==> config.mk <==
export PLATFORM = sky130hd
export DESIGN_NAME = bitcore_seq
export DESIGN_NICKNAME = d
export VERILOG_FILES = /design/src/rtl/bitcore_seq.sv
export SDC_FILE = /design/constraint.sdc
export NUM_CORES = 1
export LEC_CHECK = 0
export CAP_MARGIN = 20
export CORE_MARGIN = 2
export CORE_UTILIZATION = 43
export DETAILED_ROUTE_END_ITERATION = 10
export PLACE_DENSITY = 0.78
export SLEW_MARGIN = 0
export SYNTH_ARGS = -nofsm -noshare
export SYNTH_HDL_FRONTEND = slang
export SYNTH_SLANG_ARGS = --single-unit
==> constraint.sdc <==
create_clock -name clk -period 1.4 [get_ports clk]
set_input_delay 0.14 -clock clk [delete_from_list [all_inputs] [get_ports clk]]
set_output_delay 0.14 -clock clk [all_outputs]
set_load 0.02 [all_outputs]
==> src/rtl/bitcore_seq.sv <==
// Multi-cycle accumulator core: fetches {op, imm} words from external memory and executes XOR/LDI/JMP/JNZ.
// Optional single-step gating is enabled with the BITCORE_SEQ_STEP_EN macro.
module bitcore_seq #(
  parameter int unsigned DATA_W   = 4,
  parameter int unsigned PC_W     = 3,
  parameter int unsigned RESET_PC = 0
) (
  input  logic              clk,
  input  logic              rst_n,
`ifdef BITCORE_SEQ_STEP_EN
  input  logic              step,
`endif
  output logic              imem_req,
  output logic [PC_W-1:0]   imem_addr,
  input  logic              imem_valid,
  input  logic [DATA_W+1:0] imem_rdata,
  output logic [DATA_W-1:0] reg_out,
  output logic [PC_W-1:0]   pc_out,
  output logic              retire,
  output logic              halted
);

  localparam logic [PC_W-1:0] LP_RESET_PC = RESET_PC[PC_W-1:0];

`ifdef BITCORE_SEQ_STEP_EN
  typedef enum logic [2:0] {S_IDLE, S_FETCH, S_EXEC, S_HALT, S_WAIT} state_t;
`else
  typedef enum logic [1:0] {S_IDLE, S_FETCH, S_EXEC, S_HALT} state_t;
`endif

  state_t              r_state;
  logic [DATA_W+1:0]   r_instr;
  logic [DATA_W-1:0]   r_reg;
  logic [PC_W-1:0]     r_pc;
  logic                r_req;
  logic                r_retire;
  logic                r_halted;

  logic [1:0]          w_op;
  logic [DATA_W-1:0]   w_imm;
  logic [PC_W-1:0]     w_tgt;
  logic [PC_W-1:0]     w_pc_inc;

  assign w_op     = r_instr[DATA_W+1:DATA_W];
  assign w_imm    = r_instr[DATA_W-1:0];
  assign w_tgt    = w_imm[PC_W-1:0];
  assign w_pc_inc = r_pc + 1'b1;

  always_ff @(posedge clk or negedge rst_n) begin
    if (!rst_n) begin
      r_state  <= S_IDLE;
      r_instr  <= '0;
      r_reg    <= '0;
      r_pc     <= LP_RESET_PC;
      r_req    <= 1'b0;
      r_retire <= 1'b0;
      r_halted <= 1'b0;
    end else begin
      case (r_state)
        S_IDLE: begin
          r_state <= S_FETCH;
          r_req   <= 1'b1;
        end
        S_FETCH: begin
          if (imem_valid) begin
            r_instr  <= imem_rdata;
            r_state  <= S_EXEC;
            r_req    <= 1'b0;
            r_retire <= 1'b1;
          end
        end
        S_EXEC: begin
          r_retire <= 1'b0;
          case (w_op)
            2'b00: begin
              r_reg <= r_reg ^ w_imm;
              r_pc  <= w_pc_inc;
            end
            2'b01: begin
              r_reg <= w_imm;
              r_pc  <= w_pc_inc;
            end
            2'b10:   r_pc <= w_tgt;
            default: r_pc <= (r_reg != '0) ? w_tgt : w_pc_inc;
          endcase
          // Only an unconditional self-jump halts; JNZ-to-self keeps fetching.
          if (w_op == 2'b10 && w_tgt == r_pc) begin
            r_state  <= S_HALT;
            r_halted <= 1'b1;
          end else begin
`ifdef BITCORE_SEQ_STEP_EN
            r_state <= S_WAIT;
`else
            r_state <= S_FETCH;
            r_req   <= 1'b1;
`endif
          end
        end
        S_HALT: r_state <= S_HALT;
`ifdef BITCORE_SEQ_STEP_EN
        S_WAIT: begin
          if (step) begin
            r_state <= S_FETCH;
            r_req   <= 1'b1;
          end
        end
`endif
        default: begin
          r_state <= S_IDLE;
          r_req   <= 1'b0;
        end
      endcase
    end
  end

  assign imem_req  = r_req;
  assign imem_addr = r_pc;
  assign reg_out   = r_reg;
  assign pc_out    = r_pc;
  assign retire    = r_retire;
  assign halted    = r_halted;

endmodule

==> results.toml <==
[status]
status = "completed"

[synth]
ys_seq_area_frac = 0.485
ys_ff_latch = 18
synth_fp_nets = 96
yosysUniqueCellTypes = 37
yosys_warnings = 0
synth_edf_count = 0
syn_inst = 86
async_flop_share = 1.00
syn_area_um2 = 928
yosys_most_used_dff = "dfrtp_1"
syn_avg_cell_area_um2 = 10.8

[worst_setup_path]
slowest_delay_ns = 0.44
critPathTopFamily = "simple AND/OR/NAND/NOR gates"
worstSetupPathDepth = 3
worstPathMaxFanout = 7
path_cells = "or3b_4 > o21a_1 > o311ai_2"
r2r-end = "imem_addr[0]"
critPathSlowestCell = "or3b_4"
r2r-start = "reg_out[2]"
rr_worst_depth = 3
worst_setup_path_start_kind = "flop"
cp-end-kind = "flop"
required_ns = 1.60
crit_type = "flop to flop"
crit_buf_inv = 0
critical_path_arrival_ns = 1.56
ff2ff_setup_slack_ns = 0.04

[flow_run]
cap_viol_max_count = 0

[die]
ios = 22
core_um2 = 2000
floorplan.die.height_um = 50.5
start_util = 0.464
die_area_um2 = 2550
rows = 16
die_width_um = 50.5

[clock_tree]
numCtsBuffers = 3
clkTransAtPathRegs_ns = 0.10
cts_tree = "done"
cts_buffer_depth = 2
cts_root_buf = "clkbuf_4"
hold_buffers = 0
insertion_delay_ns = 0.29
cts.sinks = 18
post_cts_buffers = 0
htreeDepth = 1

[cells_and_area]
layout_common_cells = "dlygate4sd2_1 (13), buf_4 (12), dfrtp_1 (11)"
final_cells = 142
fin_util = 0.648
antenna_cells = 0
finalNetCount = 126
final_common_cell = "dlygate4sd2_1"
stdcell_area_um2 = 1300
drive_above_1_share = 0.348
area_growth_pct = 39.6

[routing]
firstDrtPassIters = 4
wl_met2_um = 989
vias = 754
wl_met1_um = 930
drc = 0
drt_iter0_markers = 9
ant_nets = 0
highest_layer = "met3"
routedWlPerCell_um = 14.0
dr_wl_met3_um = 68
post_drt_via_cell_ratio = 5.31
finalWirelength_mm = 1.99

[timing]
rsz0062_at_grt = "true"
fin_crit_sh = 0.968
timing.final.ws_setup_ns = 0.0447
clock_skew_ns = 0.00147
finalHoldViolCount = 0
setup_viol = 0
max_slew_margin = 0.793
fmax_ghz = 0.738
min_period_ns = 1.36
tightest_slew_ns = 0.306
slew_violations = 0

[placed_design]
port-buffer-count = 21
place_congestion = 0.830
dp_slack_ns = -0.0496
dpl_cell_area_um2 = 1250
hpwlAfterDp_mm = 1.48
dp.cells = 138

[power]
fin_total_pwr_mw = 2.91
power_leakage_nw = 0.527
ir_drop_v = 0.00120
p_per_area_nw_per_um2 = 2240

[global_routing]
groute.usage.overall = 0.183
first_global_vias = 779
antenna_found_initial = 0
grt_max_degree = 19
gr-total-overflow = 0
grt_pass1_wl_mm = 3.43

[hold_path]
min_path_type = "primary input to asynchronous set/reset pin"
layout make-up:
class	instances	area, um^2
multi-input cells	58	475
fillers	164	706
inverters	2	7.51
flip-flops and latches	18	459
well taps	27	33.8
clock buffers	4	36.3
repair buffers	33	284
logic make-up after synthesis:
logic type                 Yosys count  synth area share
adders and majority gates            1            0.0135
buffers and inverters               10            0.0553
xor gates and xnor gates             3            0.0283
DFF                                 18             0.485
and+or+nand+nor                     22             0.136
muxes                                6            0.0728
AOI/OAI and AO/OA                   26             0.209
cells in the mapped netlist, types with 2 or more instances:
cell type | n | share of area
nand2_1 | 8 | 0.032
buf_4 | 3 | 0.024
nand3b_1 | 2 | 0.016
dfrtp_1 | 18 | 0.49
buf_2 | 2 | 0.011
inv_1 | 2 | 0.0081
xnor2_1 | 3 | 0.028
o21ai_0 | 8 | 0.043
a22o_1 | 4 | 0.038
mux2_2 | 6 | 0.073
nand2b_1 | 2 | 0.013
clkbuf_1 | 2 | 0.0081
nor2_1 | 2 | 0.0081
power breakdown:
part           switching, mW  internal, mW
registers              0.248         0.781
logic                  0.763         0.796
clock network          0.163         0.158
total                   1.17          1.74
layer usage:
layer / global-route usage / vias up
li1: - / 375
met1: 0.236 / 360
met2: 0.292 / 19
met3: 0.0298 / 0
met4: 0.0991 / 0
met5: 0 / -
what timing repair did:
action                                  CTS  global route
endpoints found under the setup margin   17             8
resized for setup                        15             7
pin swaps                                 0             2
state kept, by name (all words and copies together) (netlist names):
register,count
r_instr,6
imem_addr,3
r_state,2
retire,1
imem_req,1
halted,1
reg_out,4
worst register-to-register path, cell delays in order (launching register included):
cell and delay, ns:
dfrtp_2 0.42, or3b_4 0.45, o21a_1 0.20, o311ai_2 0.20
metrics by stage:
stage / setup TNS (ns) / hold slack [ns]
after floorplan: -0.0938 / -0.156
after global placement: 0 / 0.464
after detailed placement: -0.0961 / 0.462
after CTS: 0 / 0.164
after global routing: -0.117 / 0.178
final: 0 / 0.173
how the worst max path moves through the flow:
stage,startpoint,endpoint
finish,reg_out[2],imem_addr[0]
global route,r_state[1],imem_req
CTS,imem_addr[1],imem_addr[2]
detailed placement,reg_out[1],imem_addr[0]
global placement,reg_out[1],imem_addr[0]
floorplan,reg_out[1],imem_addr[0]
No activity file was read; power rests on OpenSTA's default activity.
